$ cat config.mk
export PLATFORM = sky130hd
export DESIGN_NAME = load_use_scoreboard
export DESIGN_NICKNAME = d
export VERILOG_FILES = /design/src/rtl/lc3b_types.sv /design/src/rtl/sat_counter.sv /design/src/rtl/load_use_scoreboard.sv
export SDC_FILE = /design/constraint.sdc
export NUM_CORES = 1
export LEC_CHECK = 0
export ABC_AREA = 1
export BUFFER_PORTS_ARGS = -buffer_cell sky130_fd_sc_hd__buf_2
export CAP_MARGIN = 10
export CORE_ASPECT_RATIO = 0.5
export CORE_MARGIN = 2
export CORE_UTILIZATION = 47
export CTS_BUF_LIST = sky130_fd_sc_hd__clkbuf_4 sky130_fd_sc_hd__clkbuf_8
export DETAILED_ROUTE_END_ITERATION = 8
export GPL_TIMING_DRIVEN = 1
export PLACE_DENSITY = 0.7
export SKIP_LAST_GASP = 1
export SLEW_MARGIN = 5
export SYNTH_ARGS = -nofsm -noshare
export SYNTH_HDL_FRONTEND = slang
export SYNTH_SLANG_ARGS = --single-unit
$ cat constraint.sdc
create_clock -name clk -period 2 [get_ports clk]
set_input_delay 0.2 -clock clk [delete_from_list [all_inputs] [get_ports clk]]
set_output_delay 0.2 -clock clk [all_outputs]
set_load 0.05 [all_outputs]
$ cat src/rtl/lc3b_types.sv
// lc3b_types: shared LC-3b type definitions.
//   lc3b_reg    - architectural register index (R0..R7)
//   lc3b_pend_t - load-use countdown entry, wide enough for a load
//                 latency of up to LC3B_MAX_LOAD_LATENCY bubbles
package lc3b_types;

  localparam int LC3B_NUM_REGS         = 8;
  localparam int LC3B_MAX_LOAD_LATENCY = 7;

  typedef logic [2:0] lc3b_reg;
  typedef logic [2:0] lc3b_pend_t;

endpackage

$ cat src/rtl/sat_counter.sv
// sat_counter: up-counter that sticks at all-ones instead of wrapping.
// Ports:
//   clk   - rising-edge clock
//   reset - synchronous active-high reset, zeroes the count
//   clear - synchronous clear; wins over inc in the same cycle
//   inc   - add one this cycle (ignored once saturated)
//   count - current value
module sat_counter #(
  parameter int WIDTH = 16
) (
  input  logic             clk,
  input  logic             reset,
  input  logic             clear,
  input  logic             inc,
  output logic [WIDTH-1:0] count
);

  always_ff @(posedge clk) begin
    if (reset || clear) begin
      count <= '0;
    end else if (inc && (count != {WIDTH{1'b1}})) begin
      count <= count + WIDTH'(1);
    end
  end

endmodule

$ cat src/rtl/load_use_scoreboard.sv
// load_use_scoreboard: load-use hazard unit beside the LC-3b ID stage.
// Each register has a countdown entry that is loaded with LOAD_LATENCY when a
// load issues to it; while the entry is non-zero a reader in ID must wait.
// Ports:
//   clk, reset           - clock, synchronous active-high reset
//   id_valid             - ID holds a real instruction
//   id_src, id_src_used  - packed source register numbers and their enables
//   id_dest, id_writes   - destination register and its write enable
//   id_is_load           - ID instruction is a load
//   mem_stall            - whole pipeline frozen this cycle
//   count_clear          - synchronous clear of the performance counters
//   stall, bubble        - hold PC/IF-ID, inject NOP into ID/EX
//   instr_count, bubble_count, freeze_count - saturating performance counters
//
// Handshake: stall and bubble are combinational in the cycle the dependent
// instruction sits in ID. stall holds while a hazard exists, even when the
// memory system freezes the pipe; bubble is only raised on cycles that
// actually advance (no mem_stall), so each bubble corresponds to one EX slot.
module load_use_scoreboard
  import lc3b_types::*;
#(
  parameter int NUM_REGS     = LC3B_NUM_REGS,
  parameter int NUM_SRC      = 2,
  parameter int LOAD_LATENCY = 1,
  parameter int CNT_WIDTH    = 16,
  localparam int RW          = $clog2(NUM_REGS),
  localparam int PW          = $clog2(LOAD_LATENCY + 1)
) (
  input  logic                    clk,
  input  logic                    reset,
  input  logic                    id_valid,
  input  logic [NUM_SRC*RW-1:0]   id_src,
  input  logic [NUM_SRC-1:0]      id_src_used,
  input  logic [RW-1:0]           id_dest,
  input  logic                    id_writes,
  input  logic                    id_is_load,
  input  logic                    mem_stall,
  input  logic                    count_clear,
  output logic                    stall,
  output logic                    bubble,
  output logic [CNT_WIDTH-1:0]    instr_count,
  output logic [CNT_WIDTH-1:0]    bubble_count,
  output logic [CNT_WIDTH-1:0]    freeze_count
);

  localparam logic [PW-1:0] LAT = PW'(LOAD_LATENCY);

  logic [PW-1:0]      pend [NUM_REGS];
  logic [NUM_SRC-1:0] src_hit;
  logic               hazard;
  logic               issue;
  logic               set_load;
  logic               set_alu;

  // A source only matters when the decoder says the instruction reads it.
  for (genvar i = 0; i < NUM_SRC; i++) begin : g_src
    assign src_hit[i] = id_src_used[i] & (pend[id_src[i*RW +: RW]] != '0);
  end

  assign hazard   = id_valid & (|src_hit);
  assign stall    = hazard;
  assign bubble   = hazard & ~mem_stall;
  assign issue    = id_valid & ~hazard & ~mem_stall;
  assign set_load = issue & id_writes & id_is_load;
  assign set_alu  = issue & id_writes & ~id_is_load;

  // One countdown per register. A self-sourcing load is not stalled because
  // its own entry is only written at the end of its issue cycle. A newer ALU
  // producer clears the entry since its result is covered by forwarding.
  for (genvar r = 0; r < NUM_REGS; r++) begin : g_reg
    localparam logic [RW-1:0] IDX = RW'(r);
    logic [PW-1:0] entry;

    always_ff @(posedge clk) begin
      if (reset) begin
        entry <= '0;
      end else if (!mem_stall) begin
        if (set_load && (id_dest == IDX)) begin
          entry <= LAT;
        end else if (set_alu && (id_dest == IDX)) begin
          entry <= '0;
        end else if (entry != '0) begin
          entry <= entry - PW'(1);
        end
      end
    end

    assign pend[r] = entry;
  end

  sat_counter #(.WIDTH(CNT_WIDTH)) u_instr_cnt (
    .clk   (clk),
    .reset (reset),
    .clear (count_clear),
    .inc   (issue),
    .count (instr_count)
  );

  sat_counter #(.WIDTH(CNT_WIDTH)) u_bubble_cnt (
    .clk   (clk),
    .reset (reset),
    .clear (count_clear),
    .inc   (bubble),
    .count (bubble_count)
  );

  sat_counter #(.WIDTH(CNT_WIDTH)) u_freeze_cnt (
    .clk   (clk),
    .reset (reset),
    .clear (count_clear),
    .inc   (mem_stall),
    .count (freeze_count)
  );

endmodule
==> run summary, run 1 <==
In this run the most critical hold path is launched from reset. The number of cells traversed by the worst register-to-register path is 7. The average size of a mapped cell came out at 6.80 sq um.

The post-CTS setup-driven buffer insertion count is 0. The number of unique standard cell types used by synthesis is 31. The maximum number of pins on one net before global-route repair is 25.

The internal reg-to-reg setup slack is 170 ps. STA classifies the critical path startpoint as a register. The flow ran to the end, and the final reports show no timing, DRC or antenna violations. The count of buffers added on input and output ports is 67. The number of clock buffers inserted by TritonCTS is 5. The stage delay of the slowest cell on the critical path came out at 350 ps.

After synthesis the cells add up to 3480 sq um. The number of instances on the worst hold path came out at 2. The effective utilization at floorplan is 0.480.

Summed over all instances, the cell type with the most area after synthesis is sky130_fd_sc_hd__dfxtp_1. The count of max-cap constraint violations came out at 0. The via count of the first global-routing pass is 3153. 0 antenna diodes ended up in the layout. The number of vias in the routed layout is 3481.

The final weighted congestion in routability-driven placement is 0.868. The layout overhead on the synthesized area came out at 16.6%. The vertical die dimension is 64.8 um.

The first detailed-routing pass took 5 iterations. The critical-path maximum fanout came out at 4. After the last flow step, the layout net total stands at 603. The synthesized flop and latch total came out at 56.

The top cell type's share of synthesized area came out at 0.323. In the final layout, the multi-input gates occupy 2020 sq um. Setup violations remaining at the end of the flow were counted as 0.

The global-route met2 utilization is 0.349. The worst hold path terminates at g_reg[3].entry$_SDFFE_PP0N_. The clock period minus worst slack is 1850 ps. The met3 global-route usage is 0.0405. The die covers 8140 sq um. STA classifies the critical path endpoint as a primary output.

The routed length per instance came out at 12.3 um. The fraction of registers with async set or reset after synthesis is 0. Leaving out fill and tap cells, the most frequent cells in the layout are sky130_fd_sc_hd__nand2_1 (117), sky130_fd_sc_hd__buf_2 (65), sky130_fd_sc_hd__inv_1 (60). The hold buffer count at CTS came out at 0. The critical path goes through inv_1, nand2_1, nand3_1, nand3_1, nand3_2, nand2_2, inv_1, nor2_1, clkbuf_4. The number of warning messages in the yosys log is 0.

The area taken by flip-flops and latches came out at 1130 sq um. In this run the critical register-to-register path is launched from u_instr_cnt.count[0]$_SDFFE_PP0P_. The sum of negative setup slack came out at 0 ps.

TritonCTS built the clock tree. The insertion delay of the later-clocked pin in the worst-skew pair is 320 ps. The areal power density over the cells is 497 nW/um^2.

The first global-routing pass estimated 14400 um of wire. Across the VDD grid, the largest voltage drop is 0.309 mV. The total of fill cells in the finished design came out at 715. Of the cells placed in the final design, the portion with a size suffix greater than 1 is 0.218.

In this design, the largest share of critical-path delay is due to simple AND/OR/NAND/NOR gates. Dividing the final minimum period by the clock period gives 0.924. Headroom to the max-slew limit came out at 0.636.

For this design, the sink count on the clock tree is 56. From left edge to right edge, the die measures 126 um. The path class of the tightest hold or removal check is input port to register.

Counting both buffers and inverters, the worst setup path holds a total of 3. The number of antenna-violating nets in the routed design came out at 0. The final number of hold-violating endpoints is 0. The worst slack at placement is 195 ps. After clock tree synthesis, the repair step resized 0 gates.

The global routing stage identified its most utilized layer as met2. The maximum level of the CTS H-tree came out at 2. The slowest stage of the critical path belongs to the cell sky130_fd_sc_hd__dfxtp_1. Sorting the synthesized cells by area gives the leading types as sky130_fd_sc_hd__dfxtp_1 (32%), sky130_fd_sc_hd__nand2_1 (13%), sky130_fd_sc_hd__nand3_1 (7.9%).

The root buffer selected by CTS is sky130_fd_sc_hd__clkbuf_8. The clock passes through at most 2 buffers. The total overflow left after global routing is 0. The highest clock rate came out at 0.541 GHz.

The required time of the worst setup path came out at 1800 ps. The post-route clock skew came out at 7.86 ps. The initial antenna violation count is 0.

The detailed router finished its first iteration with 195 violations. For this block, the routed nets add up to 8370 um of wire. The net count of the mapped netlist is 532. In the synthesized netlist, the number of instances is 511. The count of standard-cell rows came out at 22. For this design the static power due to leakage is 1.70 nW. For the pin with the worst max-slew slack, the measured transition is 545 ps. Dividing the detail-routed via count by the number of cells gives 5.13.

The commonest non-fill, non-tap cell in the layout is sky130_fd_sc_hd__nand2_1. The met1 layer usage reported by global route is 0.289. The most used flip-flop cell after synthesis is sky130_fd_sc_hd__dfxtp_1. The final count of pins violating max slew is 0.

The number of synthesized flops with an enable pin is 0. The core region is 7240 sq um. The share of the Yosys chip area taken by registers is 0.323. Setup repair after global routing left no endpoint under its margin. After legalization and detailed placement, the total HPWL measured 6170 um. For the worst setup path, the data arrival time is 1650 ps. The critical path depth came out at 9. The combined global-route utilization of all metal layers came out at 0.213. The worst register-to-register path ends at u_instr_cnt.count[6]$_SDFFE_PP0P_. The count of unresolved DRC violations after routing is 0. The post-route worst setup slack is 151 ps. After clock tree synthesis, the clock-pin slew on the worst setup and hold paths is 100 ps.

The final-layout worst hold slack is 139 ps. The classification of the worst setup path is register to primary output. The number of top-level design ports came out at 68.
[stage by stage]
| step | instance area [sq um] | utilization | power, mW | std cells |
|---|---|---|---|---|
| 5_1_grt | 4050 | 0.560 | 2.10 | 679 |
| 3_3_place_gp | 3950 | 0.546 | 1.35 | 671 |
| 3_5_place_dp | 3950 | 0.546 | 1.35 | 671 |
| 2_1_floorplan | 3480 | - | 1.29 | 511 |
| 4_1_cts | 4050 | 0.559 | 2.02 | 679 |
| 6_report | 4050 | 0.560 | 2.02 | 679 |
[registers in the layout, indices dropped and copies added (netlist names)]
register	cells
u_bubble_cnt.count	16
g.entry	8
u_instr_cnt.count	16
u_freeze_cnt.count	16
[final cells by class]
| type | count | share of cell area |
|---|---|---|
| multi-input combinational | 376 | 0.499 |
| timing repair buffer | 80 | 0.111 |
| sequential | 56 | 0.278 |
| clock buffer | 8 | 0.0241 |
| tap | 96 | 0.0296 |
| inverter | 63 | 0.0584 |
[cell usage after synthesis (2+ instances only)]
library cell and number:
sky130_fd_sc_hd__nand2_1 117, sky130_fd_sc_hd__inv_1 60, sky130_fd_sc_hd__dfxtp_1 56, sky130_fd_sc_hd__nand3_1 55, sky130_fd_sc_hd__nor2_1 47, sky130_fd_sc_hd__a21oi_1 41
sky130_fd_sc_hd__nand4_1 23, sky130_fd_sc_hd__xor2_1 23, sky130_fd_sc_hd__nor3_1 12, sky130_fd_sc_hd__nand2_2 11, sky130_fd_sc_hd__o21ai_0 10, sky130_fd_sc_hd__a21oi_2 9
sky130_fd_sc_hd__xnor2_1 8, sky130_fd_sc_hd__clkbuf_1 6, sky130_fd_sc_hd__buf_2 4, sky130_fd_sc_hd__ha_1 3, sky130_fd_sc_hd__inv_2 3, sky130_fd_sc_hd__nand3b_1 3
sky130_fd_sc_hd__nand4_4 3, sky130_fd_sc_hd__buf_1 2, sky130_fd_sc_hd__buf_4 2, sky130_fd_sc_hd__nand3_2 2, sky130_fd_sc_hd__nor2_4 2, sky130_fd_sc_hd__nor3_2 2
[metal layers]
| layer | part of all wire | wire [um] | vias up |
|---|---|---|---|
| li1 | - | - | 1807 |
| met1 | 0.51 | 4230 | 1598 |
| met2 | 0.45 | 3730 | 68 |
| met5 | 0 | 0 | - |
| met4 | 0.0097 | 81 | 0 |
| met3 | 0.040 | 331 | 8 |
[worst max path at each step]
stage,endpoint,from
3_5_place_dp,u_instr_cnt.count[2]$_SDFFE_PP0P_,u_instr_cnt.count[0]$_SDFFE_PP0P_
4_1_cts,bubble,g_reg[3].entry$_SDFFE_PP0N_
6_report,stall,g_reg[3].entry$_SDFFE_PP0N_
2_1_floorplan,bubble,g_reg[3].entry$_SDFFE_PP0N_
3_3_place_gp,u_instr_cnt.count[12]$_SDFFE_PP0P_,u_instr_cnt.count[0]$_SDFFE_PP0P_
5_1_grt,stall,g_reg[3].entry$_SDFFE_PP0N_
[worst reg2reg max path, stage by stage, from the launching register on]
cell                      delay [ps]
sky130_fd_sc_hd__dfxtp_2         370
sky130_fd_sc_hd__ha_1            220
sky130_fd_sc_hd__nand2_1         130
sky130_fd_sc_hd__nor3_4          260
sky130_fd_sc_hd__nand4_4         240
sky130_fd_sc_hd__nand4_4         300
sky130_fd_sc_hd__nand2_1         100
sky130_fd_sc_hd__a21oi_1         160
[where the power goes]
| part | internal [mW] | leakage [nW] | switching [mW] |
|---|---|---|---|
| clock | 0.311 | 0.0523 | 0.377 |
| sequential | 1.12 | 0.453 | 0.00478 |
| combinational | 0.0595 | 1.19 | 0.144 |
[logic make-up (layout without fill, tap and decap cells)]
logic type | Yosys count | count (layout) | synth area share
adder cells (fa/ha/maj) | 3 | 3 | 0.0108
AO/OA/AOI/OAI | 60 | 60 | 0.0961
AND/OR/NAND/NOR | 282 | 282 | 0.397
XOR/XNOR | 31 | 31 | 0.0781
buffers and inverters | 79 | 151 | 0.0958
flip-flops | 56 | 56 | 0.323
(Power assumes the default switching activity.)
==> run 2, diff against run 1 <==
- MAX_ROUTING_LAYER: default -> met4
==> run 2 against run 1 <==
Sequential cell count stayed put; sequential power is essentially flat; clock-buffer cell count stayed put; worst setup slack improved by 3.6 ps; critical path depth did not move; non-clock buffer count unchanged; largest cell class unchanged.
==> run summary, run 2 (same netlist as run 1, synthesis figures left out) <==
The run finished with clean final reports. The net count of the finished layout was 603 (unchanged). The horizontal die dimension came to 126 um (unchanged).

The number of buffers added on ports came out at 67 (unchanged). The cell sitting at the root of the clock tree is a sky130_fd_sc_hd__clkbuf_8. The area of all placed cells without fillers came out at 4050 sq um (unchanged). The type of the tightest min-delay check is input port to register. The post-route clock skew is 7.53 ps (-0.336 ps). The final weighted congestion in routability-driven placement came out at 0.882 (+1.6%). The number of top-level design ports came to 68 (unchanged). The half-perimeter wire length of the detailed placement result is 6170 um (unchanged). The number of antenna repair diodes was 0 (unchanged).

The first-pass iteration count of the detailed router came out at 5 (unchanged). The transition time of the tightest slew-check pin came to 546 ps (+1.27 ps). The sink count of the clock tree came out at 56 (unchanged). The average via count per standard cell is 5.13 (about the same). The number of buffers between clock root and the deepest sink was 2 (unchanged).

The worst slew slack as a fraction of its limit was 0.635 (-0.000849). The total power consumption of the routed design is 2.01 mW (-0.11%). The utilization after layout is 0.560 (unchanged). The number of antenna-violating nets in the routed design came out at 0 (unchanged).

The final number of hold-violating endpoints was 0 (unchanged). The worst setup path is of the register to primary output kind. The arrival time at the worst endpoint came to 1650 ps (about the same).

The die area is 8140 sq um (unchanged). The count of unresolved DRC violations after routing came to 0 (unchanged). The count of standard-cell rows is 22 (unchanged). The final count of pins violating max slew is 0 (unchanged).

The clock period minus worst slack was 1850 ps (-3.64 ps). The number of vias in the routed layout is 3480 (-0.029%). Leaving out fill and tap cells, the most frequent cell in the layout is sky130_fd_sc_hd__nand2_1. The highest clock rate is 0.542 GHz (+0.20%). The clock-pin slew on the worst setup and hold paths came out at 100 ps (about the same). The area of combinational cells with multiple inputs is 2020 sq um (unchanged). In the layout the commonest cells are sky130_fd_sc_hd__nand2_1 (117), sky130_fd_sc_hd__buf_2 (65), sky130_fd_sc_hd__inv_1 (60). The sort of element at the start of the critical path is a register. The wire length of the first global-routing pass was 14400 um (unchanged). The sum of routed wire length over all layers is 8370 um (about the same). The insertion delay of the later-clocked pin in the worst-skew pair came to 320 ps (about the same). The core area is 7240 sq um (unchanged).

The maximum number of pins on one net before global-route repair is 25 (unchanged). The number of clock buffers inserted by TritonCTS came out at 5 (unchanged). The combined global-route utilization of all metal layers came out at 0.219 (+0.00603). In the final layout, the registers with the most flip-flops are u_bubble_cnt.count: 16 flops, u_freeze_cnt.count: 16 flops, u_instr_cnt.count: 16 flops. The via count of the first global-routing pass came out at 3155 (+0.063%).

The area taken by flip-flops and latches is 1130 sq um (unchanged). TritonCTS built the clock tree. The routed length per instance came to 12.3 um (about the same). The count of max-cap constraint violations was 0 (unchanged). The layout overhead on the synthesized area came out at 16.6% (unchanged). The fraction of the cycle the final worst path needs is 0.923 (-0.00182). The largest voltage drop on the vdd net came out at 0.309 mV (-0.13%).

The total of fill cells in the finished design came out at 715 (unchanged). The placed standard-cell area came out at 3950 sq um (unchanged). The leakage power summed over all cells came out at 1.70 nW (unchanged).

The initial antenna violation count was 0 (unchanged). The vertical die dimension came out at 64.8 um (unchanged). Setup repair after global routing left no endpoint under its margin. The global route total overflow came to 0 (unchanged). The layout cell share with drive strength beyond 1 is 0.218 (unchanged). The DRC violation total after the first TritonRoute iteration came out at 198 (+1.5%). The sort of element at the end of the critical path is a primary output. The sum of negative setup slack is 0 ps (unchanged). The required time of the worst setup path came out at 1800 ps (about the same). The post-CTS setup-driven buffer insertion count was 0 (unchanged). The areal power density over the cells is 497 nW/um^2 (-0.11%).

The effective utilization at floorplan came out at 0.480 (unchanged). The critical-path maximum fanout is 4 (unchanged). The maximum level of the CTS H-tree is 2 (unchanged). The final setup violation count is 0 (unchanged).
[run 2: cell counts in the layout (fill, tap and decap cells not counted)]
No cell type changed its count.
[run 2: what timing repair did]
action	CTS	global route
resized for setup	0	3
endpoints found under the setup margin	0	2
hold buffers	0	0
[run 2: worst max-delay path, cell delays in order, from the launching register on]
cell,delay (ps)
sky130_fd_sc_hd__dfxtp_1,350
sky130_fd_sc_hd__inv_1,70
sky130_fd_sc_hd__nand2_1,60
sky130_fd_sc_hd__nand3_1,70
sky130_fd_sc_hd__nand3_1,100
sky130_fd_sc_hd__nand3_2,120
sky130_fd_sc_hd__nand2_2,160
sky130_fd_sc_hd__inv_1,70
sky130_fd_sc_hd__nor2_1,90
sky130_fd_sc_hd__clkbuf_4,230
[run 2: stage by stage]
step           setup WS, ps  cells  hold slack, ps
2_1_floorplan          46.0    511             390
3_3_place_gp            285    671             446
3_5_place_dp            195    671             449
4_1_cts                88.5    679             133
5_1_grt                4.34    679             157
6_report                155    679             141
[run 2: worst paths after layout]
check | startpoint | endpoint | slack (ps) | cells past startpoint
min reg2reg | g_reg[7].entry$_SDFFE_PP0N_ | g_reg[7].entry$_SDFFE_PP0N_ | 460 | 2
min | reset | g_reg[3].entry$_SDFFE_PP0N_ | 140 | 2
max reg2reg | u_instr_cnt.count[0]$_SDFFE_PP0P_ | u_instr_cnt.count[6]$_SDFFE_PP0P_ | 180 | 7
max | g_reg[3].entry$_SDFFE_PP0N_ | stall | 150 | 9
[run 2: metal layers]
metal	track usage	vias to the layer above	routed length (um)
met5	-	-	0
met4	0.0556	0	84
met3	0.0396	10	324
met2	0.349	73	3720
met1	0.290	1593	4240
li1	-	1804	-
[run 2: layout make-up]
cell class                 instances  share of cell area
multi-input combinational        376               0.499
sequential                        56               0.278
timing repair buffer              80               0.111
inverter                          63              0.0584
tap                               96              0.0296
clock buffer                       8              0.0241
[run 2: power by group]
group / switching, mW / internal [mW]
clock: 0.375 / 0.311
sequential: 0.00478 / 1.12
combinational: 0.144 / 0.0595
==> run 3, diff against run 2 <==
- CTS_BUF_LIST: sky130_fd_sc_hd__clkbuf_4 sky130_fd_sc_hd__clkbuf_8 -> default
==> run 3 against run 2 <==
Largest power group unchanged; critical path type unchanged; sequential power about the same; critical path depth unchanged; via count down 0.49%; clock power up 33%; final cell count unchanged; highest routed layer unchanged; largest cell class unchanged; total power up 11%; clock-buffer cell count unchanged; sequential share of layout area down 0.31 points.
==> run summary, run 3 (same netlist as run 1, synthesis figures left out) <==
TritonCTS built the clock tree. The total power consumption of the routed design is 2.23 mW (+11%). The count of standard-cell rows came out at 22 (unchanged). The number of buffers between clock root and the deepest sink is 2 (unchanged). The clock-pin slew on the worst setup and hold paths came out at 70 ps (-30 ps). The startpoint of the worst-slack reg-to-reg timing path is u_instr_cnt.count[0]$_SDFFE_PP0P_.

The slowest cell on the critical path is sky130_fd_sc_hd__dfxtp_1. The die area is 8140 sq um (unchanged). The final count of pins violating max slew came out at 0 (unchanged). The final weighted congestion in routability-driven placement was 0.882 (unchanged). The half-perimeter wire length of the detailed placement result is 6170 um (unchanged). The number of antenna-violating nets in the routed design came to 0 (unchanged). The first-pass iteration count of the detailed router is 4 (-1). In this run the most critical hold path is launched from reset. The post-route clock skew is 5.85 ps (-1.68 ps). In this design, the largest share of critical-path delay is due to simple AND/OR/NAND/NOR gates. The count of max-cap constraint violations is 0 (unchanged). The sort of element at the end of the critical path is a primary output.

The vertical die dimension came out at 64.8 um (unchanged). The routed length per instance came to 12.3 um (-0.17%). The average via count per standard cell is 5.10 (-0.49%). The maximum level of the CTS H-tree was 2 (unchanged). The sink count of the clock tree came out at 56 (unchanged). The critical path depth is 9 (unchanged). The net count of the finished layout is 603 (unchanged). The final setup violation count is 0 (unchanged). The effective utilization at floorplan was 0.480 (unchanged).

The critical-path maximum fanout came out at 4 (unchanged). STA classifies the critical path startpoint as a register. The stage delay of the slowest cell on the critical path is 340 ps (about the same). The tree is rooted in a sky130_fd_sc_hd__clkbuf_16. The leakage power summed over all cells was 1.72 nW (+1.1%). The highest clock rate came out at 0.546 GHz (+0.81%). The worst setup path is of the register to primary output kind. The tightest min-delay check is of the input port to register type. The hold buffer count at CTS is 0 (unchanged). The number of buffers added on ports came to 67 (unchanged). The layout overhead on the synthesized area is 17.9%.

The core area is 7240 sq um (unchanged). The number of antenna repair diodes is 0 (unchanged). The total of fill cells in the finished design came out at 705 (-1.4%). The count of unresolved DRC violations after routing is 0 (unchanged).

Setup repair after global routing left no endpoint under its margin. The number of buffers and inverters on the critical path came out at 3 (unchanged). The layout cell share with drive strength beyond 1 came out at 0.214 (-0.00343).

The worst slew slack as a fraction of its limit is 0.635 (about the same). The horizontal die dimension came to 126 um (unchanged). The number of top-level design ports is 68 (unchanged). The library cell used most frequently in the layout, excluding fill and tap cells, is sky130_fd_sc_hd__nand2_1. The DRC violation total after the first TritonRoute iteration came out at 250 (+26%). The clock period minus worst slack is 1830 ps (-14.9 ps). The global route total overflow is 0 (unchanged). In the layout the commonest cells are sky130_fd_sc_hd__nand2_1 (117), sky130_fd_sc_hd__buf_2 (66), sky130_fd_sc_hd__inv_1 (60).

The destination of the worst register-to-register timing path is u_instr_cnt.count[2]$_SDFFE_PP0P_. The initial antenna violation count is 0 (unchanged). The final number of hold-violating endpoints came out at 0 (unchanged). The number of clock buffers inserted by TritonCTS came out at 5 (unchanged). The largest registers in the layout are u_bubble_cnt.count: 16 flops, u_freeze_cnt.count: 16 flops, u_instr_cnt.count: 16 flops. The post-CTS setup-driven buffer insertion count is 0 (unchanged). The via count of the first global-routing pass was 3151 (-0.13%).

The sum of routed wire length over all layers is 8350 um (-0.17%). The combined global-route utilization of all metal layers came out at 0.219 (+0.000267). The areal power density over the cells came to 545 nW/um^2 (+9.7%). The required time of the worst setup path came out at 1800 ps (about the same). The worst hold path endpoint is g_reg[0].entry$_SDFFE_PP0N_. The fraction of the cycle the final worst path needs is 0.915 (-0.00745).

The wire length of the first global-routing pass came to 14400 um (+0.19%). The flow ran to the end, and the final reports show no timing, DRC or antenna violations. The number of instances on the worst hold path is 2 (unchanged). The transition time of the tightest slew-check pin is 547 ps (+0.451 ps). The maximum number of pins on one net before global-route repair is 25 (unchanged). The arrival time at the worst endpoint is 1630 ps (-20 ps). The sum of negative setup slack is 0 ps (unchanged). The number of cells traversed by the worst register-to-register path is 7 (unchanged). The largest voltage drop on the vdd net is 0.348 mV (+13%).

The final-layout worst hold slack came out at 174 ps (+32.9 ps). The critical path goes through inv_1, nand2_1, nand3_1, nand3_1, nand3_2, nand2_2, inv_1, nor2_1, clkbuf_4. The number of vias in the routed layout is 3463 (-0.49%).

The internal reg-to-reg setup slack was 190 ps (about the same). The insertion delay of the later-clocked pin in the worst-skew pair came out at 300 ps (-20 ps).
[run 3: cell types whose count changed in the layout (fill, tap and decap cells not counted)]
cell / delta
sky130_fd_sc_hd__clkbuf_16: +5
sky130_fd_sc_hd__clkbuf_4: -2
sky130_fd_sc_hd__buf_4: -1
sky130_fd_sc_hd__clkbuf_1: +2
sky130_fd_sc_hd__buf_2: +1
sky130_fd_sc_hd__clkbuf_8: -5
[run 3: cell type report]
cell class | count | area (sq um) | share of cell area
clock buffers | 8 | 146 | 0.0357
inverters | 63 | 236 | 0.0577
multi-input cells | 376 | 2020 | 0.493
flip-flops and latches | 56 | 1130 | 0.275
well taps | 96 | 120 | 0.0293
repair buffers | 80 | 448 | 0.109
[run 3: routing by layer]
layer | part of all wire | global-route usage | routed length (um) | up-vias
met4 | 0.0091 | 0.0514 | 76 | 0
met3 | 0.033 | 0.0396 | 272 | 8
met5 | 0 | - | 0 | -
met2 | 0.44 | 0.347 | 3690 | 58
li1 | - | - | - | 1807
met1 | 0.52 | 0.293 | 4320 | 1590
[run 3: metrics by stage]
step	setup slack, ps	instances	cell area [sq um]	utilization
floorplan	46.0	511	3480	-
global placement	285	671	3950	0.546
detailed placement	195	671	3950	0.546
CTS	124	679	4100	0.566
global route	1.95	679	4100	0.566
finish	170	679	4100	0.566
[run 3: worst max-delay path by stage]
stage | startpoint | endpoint | slack, ps
after floorplan | g_reg[3].entry$_SDFFE_PP0N_ | bubble | 50
after global placement | u_instr_cnt.count[0]$_SDFFE_PP0P_ | u_instr_cnt.count[12]$_SDFFE_PP0P_ | 280
after detailed placement | u_instr_cnt.count[0]$_SDFFE_PP0P_ | u_instr_cnt.count[2]$_SDFFE_PP0P_ | 190
after CTS | g_reg[3].entry$_SDFFE_PP0N_ | bubble | 120
after global routing | g_reg[3].entry$_SDFFE_PP0N_ | bubble | 2
final | g_reg[3].entry$_SDFFE_PP0N_ | bubble | 170
[run 3: timing repair]
action                     CTS  global route
resized for setup            0             1
hold endpoints to repair     0             0
setup endpoints to repair    0             1
[run 3: where the power goes]
part	internal, mW	leakage (nW)	switching (mW)	total [mW]
sequential	1.12	0.453	0.00485	1.12
combinational	0.0587	1.19	0.144	0.203
clock	0.502	0.0712	0.407	0.909
